==> config.mk <==
export PLATFORM = sky130hd
export DESIGN_NAME = peripheral_hub
export DESIGN_NICKNAME = d
export VERILOG_FILES = /design/src/rtl/briscv_hub_pkg.sv /design/src/rtl/hub_fifo.sv /design/src/rtl/peripheral_hub.sv
export SDC_FILE = /design/constraint.sdc
export NUM_CORES = 1
export LEC_CHECK = 0
export CAP_MARGIN = 20
export CORE_ASPECT_RATIO = 0.7
export CORE_UTILIZATION = 50
export DETAILED_ROUTE_END_ITERATION = 8
export HOLD_SLACK_MARGIN = 0.08
export PLACE_DENSITY_LB_ADDON = 0.25
export SLEW_MARGIN = 25
export SYNTH_ARGS = -nofsm -noshare
export SYNTH_HDL_FRONTEND = slang
export SYNTH_SLANG_ARGS = --single-unit
==> constraint.sdc <==
create_clock -name clock -period 6.5 [get_ports clock]
set_clock_uncertainty 0.2 [all_clocks]
set_input_delay 1.95 -clock clock [delete_from_list [all_inputs] [get_ports clock]]
set_output_delay 1.95 -clock clock [all_outputs]
set_load 0.005 [all_outputs]
==> src/rtl/briscv_hub_pkg.sv <==
// Shared definitions for the multi-core peripheral hub: command codes,
// output-stage state encoding and a constant-friendly clog2.
package briscv_hub_pkg;

    localparam logic [1:0] CMD_NONE  = 2'd0;
    localparam logic [1:0] CMD_WRITE = 2'd1;
    localparam logic [1:0] CMD_READ  = 2'd2;
    localparam logic [1:0] CMD_CTRL  = 2'd3;

    typedef enum logic {
        ST_EMPTY = 1'b0,
        ST_HOLD  = 1'b1
    } out_state_t;

    function automatic int clog2(input int value);
        int result;
        int rem;
        result = 0;
        rem    = value - 1;
        while (rem > 0) begin
            result = result + 1;
            rem    = rem >> 1;
        end
        return result;
    endfunction

endpackage

==> src/rtl/hub_fifo.sv <==
// Single-clock FIFO used as the per-core outbound buffer. Push while full and
// pop while empty are ignored internally, so callers may drive raw strobes.
module hub_fifo
    import briscv_hub_pkg::*;
#(
    parameter int WIDTH = 34,
    parameter int DEPTH = 4
) (
    input  logic             clock,
    input  logic             reset,
    input  logic             push,
    input  logic             pop,
    input  logic [WIDTH-1:0] wdata,
    output logic [WIDTH-1:0] rdata,
    output logic             full,
    output logic             empty
);

    localparam int PTR_W = clog2(DEPTH);

    logic [WIDTH-1:0] mem [DEPTH];
    logic [PTR_W-1:0] wr_ptr;
    logic [PTR_W-1:0] rd_ptr;
    logic [PTR_W:0]   count;
    logic             push_en;
    logic             pop_en;

    assign full    = (count == (PTR_W+1)'(DEPTH));
    assign empty   = (count == '0);
    assign push_en = push && !full;
    assign pop_en  = pop && !empty;
    assign rdata   = mem[rd_ptr];

    always_ff @(posedge clock or negedge reset) begin
        if (!reset) begin
            wr_ptr <= '0;
            rd_ptr <= '0;
            count  <= '0;
        end else begin
            if (push_en) wr_ptr <= wr_ptr + 1'b1;
            if (pop_en)  rd_ptr <= rd_ptr + 1'b1;
            case ({push_en, pop_en})
                2'b10:   count <= count + 1'b1;
                2'b01:   count <= count - 1'b1;
                default: count <= count;
            endcase
        end
    end

    always_ff @(posedge clock) begin
        if (push_en) mem[wr_ptr] <= wdata;
    end

endmodule

==> src/rtl/peripheral_hub.sv <==
// Multi-core peripheral link: per-core outbound FIFOs, round-robin output stage,
// registered inbound demux. Optional counters under PERIPHERAL_HUB_STATS_EN.
module peripheral_hub
    import briscv_hub_pkg::*;
#(
    parameter int NUM_CORES    = 4,
    parameter int DATA_WIDTH   = 32,
    parameter int CMD_BITS     = 2,
    parameter int FIFO_DEPTH   = 4,
    parameter int CORE_ID_BITS = 2
) (
    input  logic                             clock,
    input  logic                             reset,
    input  logic [NUM_CORES-1:0]             core_out_valid,
    input  logic [NUM_CORES*CMD_BITS-1:0]    core_out_cmd,
    input  logic [NUM_CORES*DATA_WIDTH-1:0]  core_out_data,
    output logic [NUM_CORES-1:0]             core_out_full,
    output logic [NUM_CORES-1:0]             core_out_overflow,
    output logic                             ext_out_valid,
    input  logic                             ext_out_ready,
    output logic [CMD_BITS-1:0]              ext_out_cmd,
    output logic [DATA_WIDTH-1:0]            ext_out_data,
    output logic [CORE_ID_BITS-1:0]          ext_out_core_id,
    input  logic                             ext_in_valid,
    input  logic [CORE_ID_BITS-1:0]          ext_in_core_id,
    input  logic [CMD_BITS-1:0]              ext_in_cmd,
    input  logic [DATA_WIDTH-1:0]            ext_in_data,
    output logic [NUM_CORES-1:0]             core_in_valid,
    output logic [CMD_BITS-1:0]              core_in_cmd,
    output logic [DATA_WIDTH-1:0]            core_in_data
`ifdef PERIPHERAL_HUB_STATS_EN
    ,
    output logic [NUM_CORES*16-1:0]          stat_fwd_count,
    output logic [NUM_CORES*8-1:0]           stat_drop_count
`endif
);

    localparam int ENTRY_W = CMD_BITS + DATA_WIDTH;

    logic [NUM_CORES-1:0]              fifo_full;
    logic [NUM_CORES-1:0]              fifo_empty;
    logic [NUM_CORES-1:0]              fifo_pop;
    logic [NUM_CORES-1:0][ENTRY_W-1:0] fifo_rdata;

    out_state_t                state;
    out_state_t                state_next;
    logic                      load;
    logic                      any_ready;
    logic [CORE_ID_BITS-1:0]   sel;
    logic [CORE_ID_BITS-1:0]   last_grant;
    logic [ENTRY_W-1:0]        sel_entry;
    int                        best_dist;

    for (genvar g = 0; g < NUM_CORES; g++) begin : g_fifo
        hub_fifo #(.WIDTH(ENTRY_W), .DEPTH(FIFO_DEPTH)) u_fifo (
            .clock (clock),
            .reset (reset),
            .push  (core_out_valid[g]),
            .pop   (fifo_pop[g]),
            .wdata ({core_out_cmd[g*CMD_BITS +: CMD_BITS], core_out_data[g*DATA_WIDTH +: DATA_WIDTH]}),
            .rdata (fifo_rdata[g]),
            .full  (fifo_full[g]),
            .empty (fifo_empty[g])
        );
    end

    assign core_out_full = fifo_full;

    always_ff @(posedge clock or negedge reset) begin
        if (!reset) core_out_overflow <= '0;
        else        core_out_overflow <= core_out_overflow | (core_out_valid & fifo_full);
    end

    // Round-robin pick: smallest rotation distance from the last grant wins.
    always_comb begin
        any_ready = 1'b0;
        sel       = '0;
        best_dist = NUM_CORES;
        for (int i = 0; i < NUM_CORES; i++) begin
            if (!fifo_empty[i] &&
                ((i + NUM_CORES - 1 - int'(last_grant)) % NUM_CORES) < best_dist) begin
                best_dist = (i + NUM_CORES - 1 - int'(last_grant)) % NUM_CORES;
                sel       = CORE_ID_BITS'(i);
                any_ready = 1'b1;
            end
        end
    end

    always_comb begin
        sel_entry = '0;
        fifo_pop  = '0;
        for (int i = 0; i < NUM_CORES; i++) begin
            if (sel == CORE_ID_BITS'(i)) begin
                sel_entry   = fifo_rdata[i];
                fifo_pop[i] = load && any_ready;
            end
        end
    end

    assign load = (state == ST_EMPTY) || ext_out_ready;

    always_ff @(posedge clock or negedge reset) begin
        if (!reset) state <= ST_EMPTY;
        else        state <= state_next;
    end

    always_comb begin
        state_next = state;
        if (load) state_next = any_ready ? ST_HOLD : ST_EMPTY;
    end

    always_comb begin
        ext_out_valid = (state == ST_HOLD);
    end

    // Output-stage payload and grant pointer advance only on a load.
    always_ff @(posedge clock or negedge reset) begin
        if (!reset) begin
            ext_out_cmd     <= '0;
            ext_out_data    <= '0;
            ext_out_core_id <= '0;
            last_grant      <= CORE_ID_BITS'(NUM_CORES - 1);
        end else if (load && any_ready) begin
            ext_out_cmd     <= sel_entry[ENTRY_W-1 -: CMD_BITS];
            ext_out_data    <= sel_entry[DATA_WIDTH-1:0];
            ext_out_core_id <= sel;
            last_grant      <= sel;
        end
    end

    // Inbound: one-cycle registered demux; out-of-range tags are dropped.
    always_ff @(posedge clock or negedge reset) begin
        if (!reset) begin
            core_in_valid <= '0;
            core_in_cmd   <= '0;
            core_in_data  <= '0;
        end else begin
            core_in_valid <= '0;
            if (ext_in_valid && (int'(ext_in_core_id) < NUM_CORES)) begin
                core_in_valid <= {{(NUM_CORES-1){1'b0}}, 1'b1} << ext_in_core_id;
                core_in_cmd   <= ext_in_cmd;
                core_in_data  <= ext_in_data;
            end
        end
    end

`ifdef PERIPHERAL_HUB_STATS_EN
    always_ff @(posedge clock or negedge reset) begin
        if (!reset) begin
            stat_fwd_count  <= '0;
            stat_drop_count <= '0;
        end else begin
            for (int i = 0; i < NUM_CORES; i++) begin
                if (ext_out_valid && ext_out_ready && ext_out_core_id == CORE_ID_BITS'(i))
                    stat_fwd_count[i*16 +: 16] <= stat_fwd_count[i*16 +: 16] + 16'd1;
                if (core_out_valid[i] && fifo_full[i] && stat_drop_count[i*8 +: 8] != 8'hFF)
                    stat_drop_count[i*8 +: 8] <= stat_drop_count[i*8 +: 8] + 8'd1;
            end
        end
    end
`endif

endmodule

# Word level (Yosys, flattened, before mapping)
# Memory sizes are Yosys's and may differ from the RTL's.
# Index checks and enable logic that the tools add are counted.
dict set report totals {
  mem_count 4
  output_inout_bits 83
  register_bits 109
  ramBits 544
  word_cells 139
}
# name words word_bits rd rd_ports_with_merged_regs write_ports line_no
set memory_table {}
lappend memory_table {{g_fifo[0].u_fifo.mem} 4 34 1 0 1 hub_fifo.sv:21} ;# logic [WIDTH-1:0] mem [DEPTH];
lappend memory_table {{g_fifo[1].u_fifo.mem} 4 34 1 0 1 hub_fifo.sv:21}
lappend memory_table {{g_fifo[2].u_fifo.mem} 4 34 1 0 1 hub_fifo.sv:21}
lappend memory_table {{g_fifo[3].u_fifo.mem} 4 34 1 0 1 hub_fifo.sv:21}
dict set report op_classes {
  n_mux 32
  shift 1
  eq_ne 15
  n_reduce_logical 35
  n_lt_le_gt_ge 4
  bitwise 7
  add_sub_neg 20
}
# op n
set op_table {}
lappend op_table {{$mux W34} 4}
lappend op_table {{$lt A3 B32 Y1} 3}
lappend op_table {{$mux W32} 3}
lappend op_table {{$pmux W3 S2} 4}
lappend op_table {{$mux W1} 18}
lappend op_table {{$add A2 B1 Y2 const B} 8}
lappend op_table {{$logic_and A1 B1 Y1} 13}
lappend op_table {{$add A3 B1 Y3 const B} 4}
lappend op_table {{$eq A2 B2 Y1 const B} 6}
lappend op_table {{$eq A3 B3 Y1 const B} 4}
lappend op_table {{$logic_not A3 Y1} 4}
lappend op_table {{$sub A3 B1 Y3 const B} 4}
lappend op_table {{$sub A3 B2 Y4 const A} 3}
lappend op_table {{$eq A2 B1 Y1 const B} 5}
lappend op_table {{$logic_not A1 Y1} 8}
lappend op_table {{$reduce_bool A2 Y1} 4}
lappend op_table {{$reduce_or A2 Y1} 4}
lappend op_table {{$and A1 B1 Y1} 4}
lappend op_table {{$and A4 B4 Y4} 1}
lappend op_table {{$lt A3 B4 Y1 const B} 1}
lappend op_table {{$mux W2} 2}
lappend op_table {{$mux W4} 1}
lappend op_table {{$or A4 B4 Y4} 1}
lappend op_table {{$shl A1 B2 Y4 const A} 1}
lappend op_table {{4 further kinds} 4}

# Logic depth before layout (Yosys ltp)
# Gate-level depths: netlist of the first run.
dict set report depth {
  word_depth 20
  depth_mapped 27
  mapped_depth_nobuf 22
}

# Modules after synthesis
# Synthesis of the first run repeated with hierarchy kept, for this count alone.
dict set report unflattened {
  hier_cells 1296
  hier_area_um2 25588.3
}
# module cells_each instances area_per_inst_um2
set by_module_without_submodules {}
lappend by_module_without_submodules {{hub_fifo at g_fifo[2].u_fifo ...} 215 2 5385.2}
lappend by_module_without_submodules {{hub_fifo at g_fifo[0].u_fifo ...} 216 2 5328.9}
lappend by_module_without_submodules {peripheral_hub 434 1 4160.2}

# Least setup slack after synthesis of the first run
# OpenSTA, ideal clock, no wires.
dict set report synth_timing {
  kind {reg2reg}
  startpoint {register g_fifo[0].u_fifo.count[1]}
  endpoint {register g_fifo[0].u_fifo.count[2]}
  arrival_time_ps 4946
  setup_slack_ps 1274
  n_path_buf 5
  path_stages_with_launch 27
  required_time_ps 6221
  period_less_slack_ps 5226
  path_cell_list {dfrtp_1 -> or3_1 -> nand2b_1 -> ha_1 -> a21oi_1 -> o21ai_0 -> buf_4 -> buf_4 -> o21ai_0 -> ha_1 -> a31oi_1 -> nand3_1 -> buf_4 -> buf_4 -> mux2i_1 -> ha_1 -> o211ai_2 -> nand2_1 -> buf_2 -> nand4_1 -> inv_1 -> ha_1 -> inv_1 -> fa_1 -> xor2_1 -> nor2_1 -> xor2_1}
}
dict set report synth_between {
  elab_chain_cells 18
}
# element line_no
set synth_lines {}
lappend synth_lines {{start, declared} hub_fifo.sv:24} ;# logic [PTR_W:0] count;
lappend synth_lines {{start signal, assigned} hub_fifo.sv:43} ;# 2'b10: count <= count + 1'b1;
lappend synth_lines {{start signal, assigned} hub_fifo.sv:44} ;# 2'b01: count <= count - 1'b1;
lappend synth_lines {{start signal, assigned} hub_fifo.sv:45} ;# default: count <= count;
lappend synth_lines {{$logic_not A3 Y1 (*)} hub_fifo.sv:29} ;# assign empty = (count == '0);
lappend synth_lines {{$logic_not A1 Y1 (*)} {hub_fifo.sv:31, peripheral_hub.sv:80}}
lappend synth_lines {{$logic_and A1 B1 Y1} peripheral_hub.sv:80} ;# if (!fifo_empty[i] &&
lappend synth_lines {{$mux W32} peripheral_hub.sv:80}
lappend synth_lines {{$lt A3 B32 Y1} peripheral_hub.sv:81} ;# ((i + NUM_CORES - 1 - int'(last_grant)) % NUM_CORES) < best_dist) begin
lappend synth_lines {{$logic_and A1 B1 Y1} peripheral_hub.sv:80}
lappend synth_lines {{$mux W32} peripheral_hub.sv:80}
lappend synth_lines {{$lt A3 B32 Y1} peripheral_hub.sv:81}
lappend synth_lines {{[3 not listed]} -}
lappend synth_lines {{$logic_and A1 B1 Y1} peripheral_hub.sv:80}
lappend synth_lines {{$mux W2 / $mux W1 (equally long branches)} peripheral_hub.sv:80}
lappend synth_lines {{$logic_not A2 Y1 / $logic_and A1 B1 Y1 (equally long branches)} {peripheral_hub.sv:93, peripheral_hub.sv:95}}
lappend synth_lines {{$mux W1} peripheral_hub.sv:93} ;# if (sel == CORE_ID_BITS'(i)) begin
lappend synth_lines {{$logic_and A1 B1 Y1 (*)} hub_fifo.sv:31} ;# assign pop_en = pop && !empty;
lappend synth_lines {{net g_fifo[0].u_fifo.pop_en} hub_fifo.sv:26} ;# logic pop_en;
lappend synth_lines {{$eq A2 B1 Y1 / $eq A2 B2 Y1 (equally long branches)} hub_fifo.sv:42} ;# case ({push_en, pop_en})
lappend synth_lines {{$pmux W3 S2 / $reduce_bool A2 Y1 (equally long branches)} -}
# The timed path passes the listed nets; every way through them passes the cells marked *.
# A chain may end at the register's enable or synchronous reset.

# Worst setup path in the final report of the first run
dict set report layout_timing {
  startpoint {register g_fifo[0].u_fifo.count[1]}
  endpoint {register g_fifo[3].u_fifo.count[2]}
}
dict set report layout_between {
  elab_chain_cells 18
}
# element line_no
set layout_lines {}
lappend layout_lines {{$logic_not A3 Y1 (*)} hub_fifo.sv:29}
lappend layout_lines {{$logic_not A1 Y1 (*)} peripheral_hub.sv:80}
lappend layout_lines {{$logic_and A1 B1 Y1 (*)} peripheral_hub.sv:80}
lappend layout_lines {{$mux W32} peripheral_hub.sv:80}
lappend layout_lines {{$lt A3 B32 Y1} peripheral_hub.sv:81}
lappend layout_lines {{$logic_and A1 B1 Y1} peripheral_hub.sv:80}
lappend layout_lines {{$mux W32} peripheral_hub.sv:80}
lappend layout_lines {{$lt A3 B32 Y1} peripheral_hub.sv:81}
lappend layout_lines {{[3 not listed]} -}
lappend layout_lines {{$logic_and A1 B1 Y1} peripheral_hub.sv:80}
lappend layout_lines {{$mux W2 / $mux W1 (equally long branches)} peripheral_hub.sv:80}
lappend layout_lines {{$eq A2 B2 Y1 / $logic_and A1 B1 Y1 (equally long branches)} {peripheral_hub.sv:93, peripheral_hub.sv:95}}
lappend layout_lines {{$mux W1 (*)} peripheral_hub.sv:93}
lappend layout_lines {{$logic_and A1 B1 Y1 (*)} hub_fifo.sv:31}
lappend layout_lines {{net g_fifo[3].u_fifo.pop_en} hub_fifo.sv:26}
lappend layout_lines {{$eq A2 B1 Y1 / $eq A2 B2 Y1 (equally long branches)} hub_fifo.sv:42}
lappend layout_lines {{$pmux W3 S2 / $reduce_bool A2 Y1 (equally long branches)} -}
lappend layout_lines {{end signal, assigned} hub_fifo.sv:43}
lappend layout_lines {{end signal, assigned} hub_fifo.sv:44}
lappend layout_lines {{end signal, assigned} hub_fifo.sv:45}
lappend layout_lines {{end, declared} hub_fifo.sv:24}
# Marks and branches as above.

==> flow_results.org, run 1 <==
** Synth
- Primary FF master, synth :: edfxtp_1
- In this run, synthesis inferred 544 flip-flops with an integrated enable.
- After synthesis the netlist holds a flip-flop and latch count of around 650.
- The cell area that synthesis handed to floorplanning was 25400 um^2.
- The cell count after synthesis came out at roughly 1300.
- Fraction of registers with async set/reset :: 16.7%
- Synth cell types :: 45
- Sequential element share of the synthesized area :: 75.0%
- Synth Net Count :: ~1500
- Average footprint of a synthesized cell :: 19.8 um^2
- Synth warnings :: 0

** Setup path
- Number of buffers and inverters on the critical path :: 2
- The most numerous cell type found on the critical path is ha_1.
- STA classifies the critical path endpoint as a flop.
- The cell family contributing the most delay on the critical path is adder cells.
- At the worst endpoint, the required time is 6840 ps.
- Data arrives at the worst endpoint at 5710 ps.
- Along the worst path, the maximum fanout reaches 38.
- CP Launch Type :: flop
- Series of cell instances along the critical path :: or3_1 -> nand2b_1 -> ha_1 -> a21oi_1 -> o21ai_4 -> o21ai_0 -> ha_1 -> a31oi_1 -> nand3_4 -> mux2i_1 -> ha_1 -> o211ai_2 -> nand2_1 -> buf_4 -> nor2_2 -> ha_1 -> inv_1 -> fa_1 -> xor2_1 -> nor2_1 -> xor2_1
- Kind of critical path :: reg -> reg
- Slowest stage cell on the critical path :: or3_1
- Peak per-stage delay on the critical path :: 480 ps

** Route
- Average wire per cell in the routed design :: about 24 um
- Detailed route wirelength on metal3 :: 3.26 mm
- Highest metal layer with signal wires :: met5
- Detailed-routed wire length on met2 :: approximately 27 mm
- Iteration-0 DRC count of the detailed router :: ~1100
- The first detailed-routing pass took 5 iterations.
- Vias per std cell :: ~5.6
- Wire length the detailed router placed on met1 :: 23.2 mm
- In this run the remaining antenna-violating nets after routing total 0.
- The routed layout has 12800 vias.
- Detailed Route WL :: ~55 mm
- Post-route DRC violation count :: 0

** Finish
- Total non-filler cell area in the finished layout :: between 30000 and 40000 um^2
- After the last flow step, the layout net total stands at around 1800.
- Count of filler cells inserted in the layout :: ~3600
- Proportion of layout cells with a drive suffix above 1 :: 19.5%
- Layout overhead on the synthesized area :: 20.7%

** Timing
- In the final timing run, aggregate negative setup slack is 0 ps.
- Final Hold Vio Count :: 0
- In this run the tightest slew margin relative to its limit is 30.9%.
- The worst path in the final design needs a cycle of 5370 ps, including I/O delays and setup.
- Minimum setup slack in the final design :: 1130 ps
- The number of pins with negative max-slew slack in the final report is 0.
- Tightest Pin Transition :: 1040 ps
- Portion of the clock cycle consumed by the worst path in the final layout :: 82.7%
- Maximum achievable frequency :: 186 MHz
- Setup repair after global routing left no endpoint under its margin.
- Setup violations remaining at the end of the flow were counted as 0.
- Across all hold checks on the routed design, the worst slack comes to 256 ps.

** Placed design
- Once detailed placement completed, the half-perimeter wirelength came to 35.6 mm.
- Routability-driven placement finished with a final weighted congestion of 0.805.
- Count of input and output buffers :: 262
- OpenSTA, run right after detailed placement, puts the worst setup slack at 1200 ps.
- Once placement finished, the instance area stood at 28800 um^2.

** Global routing
- The number of global-route vias before repair came to 13200.
- Overall Global Routing Usage :: roughly 22%
- Maximum number of pins on one net before global-route repair :: 76
- Wire length of the first global-routing pass :: 81.8 mm
- Number of antenna violations at the first check in global routing :: 4
- Sum of overflow across all layers after global routing :: 0

** Clock tree
- In this run, post-CTS hold repair placed 0 buffers.
- Counting the buffers created by CTS gives 59.
- CTS built an H-tree with a depth of 2.
- Clock Tree Buf Depth :: 3
- Source-to-sink clock delay at the later pin of the worst-skew pair :: 630 ps
- Cts repair resizes :: 0
- Clock root cell :: clkbuf_16
- TritonCTS built the clock tree.
- After clock tree synthesis, the clock-pin slew on the worst setup and hold paths is 70 ps.
- Number of buffers inserted by post-CTS setup repair :: 0
- Counting every sink on the clock net gives 653.

** Floorplan
- FP Rows :: 68
- Core area :: just under 50000 um^2
- During I/O placement, the number of pins put on the boundary was 263.
- Starting density of the core :: about 51%
- Measured along the y axis, the die boundary spans 191 um.
- The die is 271 um wide.
- The die covers around 52000 um^2.

** Power
- Summed over all nets, the switching power comes to 0.00566 W.
- Highest ir drop seen on vdd :: 1.35 mV
- PD cells :: ~520 nW/um^2
- The share of total power dissipated in the clock network is 21.3%.
- Leak pwr :: 10.5 nW
- Net Sw Frac :: 35.8%
- The internal portion of the total power is roughly 0.010 W.
- Flop pwr share :: 37.8%
- The share of total power dissipated in combinational logic is around two fifths.

** Run status
- The run finished with clean final reports.

** Flow run
- Max-cap violations in this run came to 0.

** Hold path
- Min-Delay Path Class :: reg -> reg
## state kept, by name (all words and copies together), names as in the netlist
register and flops:
core_in_data 32, last_grant 2, g_fifo.u_fifo.count 12, core_out_overflow 4
g_fifo.u_fifo.wr_ptr 8, g_fifo.u_fifo.rd_ptr 8, ext_out_cmd 2, core_in_valid 4
ext_out_data 32, core_in_cmd 2, ext_out_core_id 2, g_fifo.u_fifo.mem 544
ext_out_valid 1
## cells in the final DEF (no fill, tap or decap), types with 11 or more instances in the layout
cell / count
edfxtp_1: 544
clkdlybuf4s50_1: 261
mux4_2: 136
dfrtp_1: 103
a21oi_1: 69
clkbuf_16: 59
nand2_1: 46
nor2_1: 44
mux2i_1: 37
mux2_2: 34
o211ai_1: 33
buf_4: 33
inv_1: 29
ha_1: 23
xor2_1: 13
xnor2_1: 12
clkinv_1: 12
clkbuf_1: 11
## power by group through the flow
stage	registers, W	logic, W	clock network (W)
after detailed placement	0.00607	0.00654	0
after floorplan	0.00589	0.00469	0
after CTS	0.00599	0.00656	0.00343
after global routing	0.00606	0.00706	0.00359
final	0.00598	0.00645	0.00337
after global placement	0.00602	0.00637	0
## stage by stage
step / power (W) / utilization (%) / std cells
final: 0.0158 / 61.7 / 2276
after global routing: 0.0167 / 61.7 / 2274
after CTS: 0.0160 / 61.7 / 2272
after detailed placement: 0.0126 / 57.9 / 2168
after global placement: 0.0124 / 57.9 / 2168
after floorplan: 0.0106 / - / 1282
## synth_stat cells, types with 3 or more instances
master      n  area, um^2
inv_1      29         109
nand2_1    46         173
nor2_1     44         165
a21oi_1    69         345
ha_1       23         288
and2_1     16         100
o21ai_0     9        45.0
dfrtp_1   107        2680
nand3_1     5        25.0
nand4_1     4        25.0
edfxtp_1  544       16300
and3_1      5        31.3
o211ai_2    3        37.5
o211ai_1   33         248
mux4_2    136        3060
clkbuf_1   34         128
a21o_1      4        30.0
mux2i_1    37         370
xnor2_1    12         105
buf_6       5        56.3
buf_4       9        67.6
nor2b_1     4        25.0
mux2_2     34         383
xor2_1     13         114
nor3_1      3        15.0
buf_2      23         115
fa_1        4        80.1
buf_1       3        11.3
## kinds of logic after synthesis
logic type / Yosys count / synth area share [%]
AND/OR/NAND/NOR: 137 / 2.53
AO/OA/AOI/OAI: 130 / 3.18
multiplexers: 207 / 15.0
flip-flops: 653 / 75.0
adder cells (fa/ha/maj): 27 / 1.45
XOR/XNOR: 25 / 0.862
buffers and inverters: 103 / 1.92
## metal layers
| layer | GRT usage, % | vias to the layer above |
|---|---|---|
| met5 | 0 | - |
| met4 | 6.03 | 2 |
| met3 | 3.50 | 72 |
| met2 | 34.6 | 403 |
| met1 | 30.8 | 6653 |
| li1 | - | 5647 |
## final cells by class
class / count / area (um^2) / area share [%]
diodes: 3 / 7.51 / 0.0245
clock buffers: 76 / 1600 / 5.22
clock inverters: 28 / 270 / 0.881
inverters: 29 / 109 / 0.355
multi-input cells: 526 / 5890 / 19.2
flip-flops and latches: 653 / 19100 / 62.2
well taps: 665 / 832 / 2.71
repair buffers: 296 / 2880 / 9.40
## final timing paths
check	cells past startpoint	to	slack [ps]	start
max	21	g_fifo[3].u_fifo.count[2]$_DFFE_PN0P_	1130	g_fifo[0].u_fifo.count[1]$_DFFE_PN0P_
max reg2reg	21	g_fifo[3].u_fifo.count[2]$_DFFE_PN0P_	1130	g_fifo[0].u_fifo.count[1]$_DFFE_PN0P_
min in group asynchronous	1	core_out_overflow[1]$_DFF_PN0_	1150	reset
min	1	core_out_overflow[3]$_DFF_PN0_	260	core_out_overflow[3]$_DFF_PN0_
max in group asynchronous	2	core_in_data[22]$_DFFE_PN0P_	3940	reset
min reg2reg	1	core_out_overflow[3]$_DFF_PN0_	260	core_out_overflow[3]$_DFF_PN0_
Power figures use the tool's default switching activity.
==> run 2: changes to the inputs <==
Clock period 6.5 ns to 5.05 ns, I/O delays scaled along.
==> run 2 against run 1 <==
  * Clock-buffer cell count increased by 13
  * Die area unchanged
  * Total power increased by 28%
  * Via count decreased by 0.77%
  * Core utilization decreased by 0.13 points
  * Cell count increased by 0.26%
  * Global-route usage decreased by 0.46 points
  * Largest power group unchanged
  * Critical path depth increased by 1
==> flow_results.org, run 2 (synthesis gave the netlist of run 1 again) <==
** Run status
- Outcome :: finished, final reports clean (unchanged)

** Timing
- The number of pins with negative max-slew slack in the final report came to 0 (unchanged).
- The setup total negative slack was 0 ps (unchanged).
- Tightest Pin Transition :: 920 ps (was 1040 ps)
- The worst setup slack after layout is 313 ps (was 1130 ps).
- RSZ-0062 raised after global routing :: no (unchanged)
- Crit path time final :: 4740 ps (was 5370 ps)
- Maximum achievable frequency :: 211 MHz (was 186 MHz)
- The final hold slack is 256 ps (about the same).
- The count of final hold-check violations is 0 (unchanged).
- Max-slew headroom :: 38.7% (was 30.9%)
- Final Setup Violations :: 0 (unchanged)
- Portion of the clock cycle consumed by the worst path in the final layout :: 93.8% (was 82.7%)

** Hold path
- The path type of the worst min-delay path was reg -> reg (unchanged).

** Setup path
- The class of the most critical setup path is reg -> reg (unchanged).
- Worst setup startpoint :: g_fifo[0].u_fifo.count[1]$_DFFE_PN0P_ (unchanged)
- Terminus of the critical flop-to-flop path :: g_fifo[0].u_fifo.count[2]$_DFFE_PN0P_ (was g_fifo[3].u_fifo.count[2]$_DFFE_PN0P_)
- The capturing instance or port of the critical path is g_fifo[0].u_fifo.count[2]$_DFFE_PN0P_ (was g_fifo[3].u_fifo.count[2]$_DFFE_PN0P_).
- Category of the worst setup path capture point :: flop (unchanged)
- The type of origin of the critical path is a flop (unchanged).
- Launch instance of the worst register-to-register path :: g_fifo[0].u_fifo.count[1]$_DFFE_PN0P_ (unchanged)
- Critical Path AT :: 5080 ps (was 5710 ps)
- The internal reg-to-reg setup slack was 310 ps (was 1130 ps).
- Critical Path Fanout Max :: 10 (was 38)
- Cell depth of the worst flop-to-flop path :: 22 (was 21)
- The data required time of the worst path came to 5390 ps (was 6840 ps).

** Floorplan
- The die outline height was 191 um (unchanged).
- The overall die area is 51700 um^2 (unchanged).
- The core outline area is 49700 um^2 (unchanged).
- The number of I/O pins was 263 (unchanged).
- The die width is 271 um (unchanged).
- The placement row count came to 68 (unchanged).
- The initial standard-cell utilization of the core was 51.1% (unchanged).

** Route
- Vias per std cell :: 5.56 (was 5.61)
- Detailed-routed wire length on met2 :: 27.1 mm (was 27.2 mm)
- The number of design-rule violations left by the first detailed-router iteration came to 1087 (was 1072).
- The routed length per instance came to 23.4 um (was 24.1 um).
- Pre-antenna DRT Iters :: 6 (was 5)
- Post-route DRC violation count :: 0 (unchanged)
- The highest routed metal layer is met5 (unchanged).
- The via total after detailed routing is 12700 (was 12800).
- The met1 wire length was 22.2 mm (was 23.2 mm).
- ANT nets after route :: 0 (unchanged)
- Detailed route wirelength on metal3 :: 3.05 mm (was 3.26 mm)
- Detailed Route WL :: 53.5 mm (was 54.8 mm)

** Global routing
- The wire length of the first global-routing pass is 80.5 mm (was 81.8 mm).
- The number of antenna violations at the first check in global routing is 5 (was 4).
- The total routing resource utilization after global routing was 21.1% (was 21.5%).
- The total congestion overflow after global routing came to 0 (unchanged).
- The maximum number of pins on one net before global-route repair was 66 (was 76).
- The number of global-route vias before repair was 13100 (was 13200).

** Clock tree
- CTS tree :: built (unchanged)
- Clock-pin slew of the registers on the worst-case setup and hold paths :: 70 ps (about the same)
- Number of H-tree levels :: 2 (unchanged)
- Clock Tree Buf Depth :: 3 (unchanged)
- The total clock buffers created by CTS came to 59 (unchanged).
- The master cell of the clock root buffer was clkbuf_16 (unchanged).
- The clock latency of the later-clocked register in the worst-skew pair came to 630 ps (about the same).
- Clk sink count :: 653 (unchanged)

** Finish
- Commonest non-fill, non-tap cells in the layout :: edfxtp_1, clkdlybuf4s50_1, mux4_2, dfrtp_1, a21oi_1 (unchanged)
- Largest registers ranked by flip-flop count :: g_fifo.u_fifo.mem (544), core_in_data (32), ext_out_data (32) (unchanged)
- The fraction of layout instances using a drive strength above 1 is 19.1% (was 19.5%).
- Leading cell type in the layout, fill and taps excluded :: edfxtp_1 (unchanged)
- The number of inserted filler cells in the final layout is 3589 (was 3568).
- Number of flip-flops under the largest register name :: 544 (unchanged)
- Layout overhead on the synthesized area :: 20.5% (was 20.7%)
- Final net count :: 1771 (was 1772)
- The register with the highest flop count is g_fifo.u_fifo.mem (unchanged).

** Placed design
- The placer congestion estimate was 0.798 (was 0.805).
- Estimated wirelength of the detail-placed design :: 34.8 mm (was 35.6 mm)
- The setup slack at placement is 172 ps (was 1200 ps).
- Count of input and output buffers :: 262 (unchanged)

** Power
- PD cells :: 660 nW/um^2 (was 515 nW/um^2)
- The maximum ir drop on the vdd rail was 1.02 mV (was 1.35 mV).
- The leakage component of the power was 10.5 nW (about the same).

** Flow run
- Max-cap violations :: 0 (unchanged)
run 2: what timing repair did:
action / CTS / global route
endpoints found under the setup margin: 0 / 5
resized for setup: 0 / 3
setup buffers: 0 / 0
hold buffers: 0 / 0
run 2: worst min-delay path by stage:
| stage | startpoint | to | slack, ps | depth (start not counted) |
|---|---|---|---|---|
| finish | core_out_overflow[0]$_DFF_PN0_ | core_out_overflow[0]$_DFF_PN0_ | 260 | 1 |
| global route | core_out_overflow[0]$_DFF_PN0_ | core_out_overflow[0]$_DFF_PN0_ | 270 | 1 |
| CTS | core_out_overflow[0]$_DFF_PN0_ | core_out_overflow[0]$_DFF_PN0_ | 260 | 1 |
| detailed placement | core_out_overflow[0]$_DFF_PN0_ | core_out_overflow[0]$_DFF_PN0_ | 240 | 1 |
| global placement | core_out_overflow[1]$_DFF_PN0_ | core_out_overflow[1]$_DFF_PN0_ | 240 | 1 |
| floorplan | core_out_overflow[0]$_DFF_PN0_ | core_out_overflow[0]$_DFF_PN0_ | 250 | 1 |
run 2: layout make-up:
| type | count | area (um^2) | area share (%) |
|---|---|---|---|
| diodes | 3 | 7.51 | 0.0245 |
| clock buffers | 89 | 1640 | 5.36 |
| clock inverters | 22 | 151 | 0.495 |
| inverters | 29 | 109 | 0.356 |
| multi-input cells | 526 | 5910 | 19.3 |
| flip-flops and latches | 653 | 19100 | 62.3 |
| well taps | 665 | 832 | 2.72 |
| repair buffers | 295 | 2880 | 9.41 |
run 2: stage by stage:
step	cell area, um^2	power [W]	utilization [%]	cells
detailed placement	28800	0.0162	57.9	2168
global placement	28800	0.0160	57.9	2168
finish	30600	0.0202	61.6	2282
global route	30600	0.0213	61.6	2280
CTS	30600	0.0204	61.5	2279
floorplan	25400	0.0137	-	1282
run 2: worst max-delay path: stages (launching register included):
cell	delay [ps]
dfrtp_1	410
or3_4	430
nand2b_1	110
ha_1	260
a21oi_2	220
o21ai_4	90
nand2_1	100
o21ai_1	90
ha_1	330
a31oi_1	280
nand3_4	120
mux2i_1	150
ha_1	290
o211ai_2	100
nand2_2	200
nand4_1	190
inv_1	100
ha_1	180
inv_1	60
fa_1	370
xor2_1	150
nor2_1	110
xor2_1	150
run 2: layer usage:
layer / GRT usage [%] / up-vias
met3: 3.56 / 70
met2: 34.9 / 355
met5: 0 / -
met4: 6.03 / 4
li1: - / 5654
met1: 29.0 / 6596
run 2: report_power, final:
group | total (W) | internal (W) | switching, W
clock network | 0.00418 | 0.00229 | 0.00189
logic | 0.00823 | 0.00349 | 0.00474
registers | 0.00779 | 0.00718 | 0.000602
==> run 3: changes to the inputs <==
Settings changed: ABC_CLOCK_PERIOD_IN_PS from default to 5050.
==> results of run 3 <==
Final layout, timing and power as in run 2 (identical DEF).
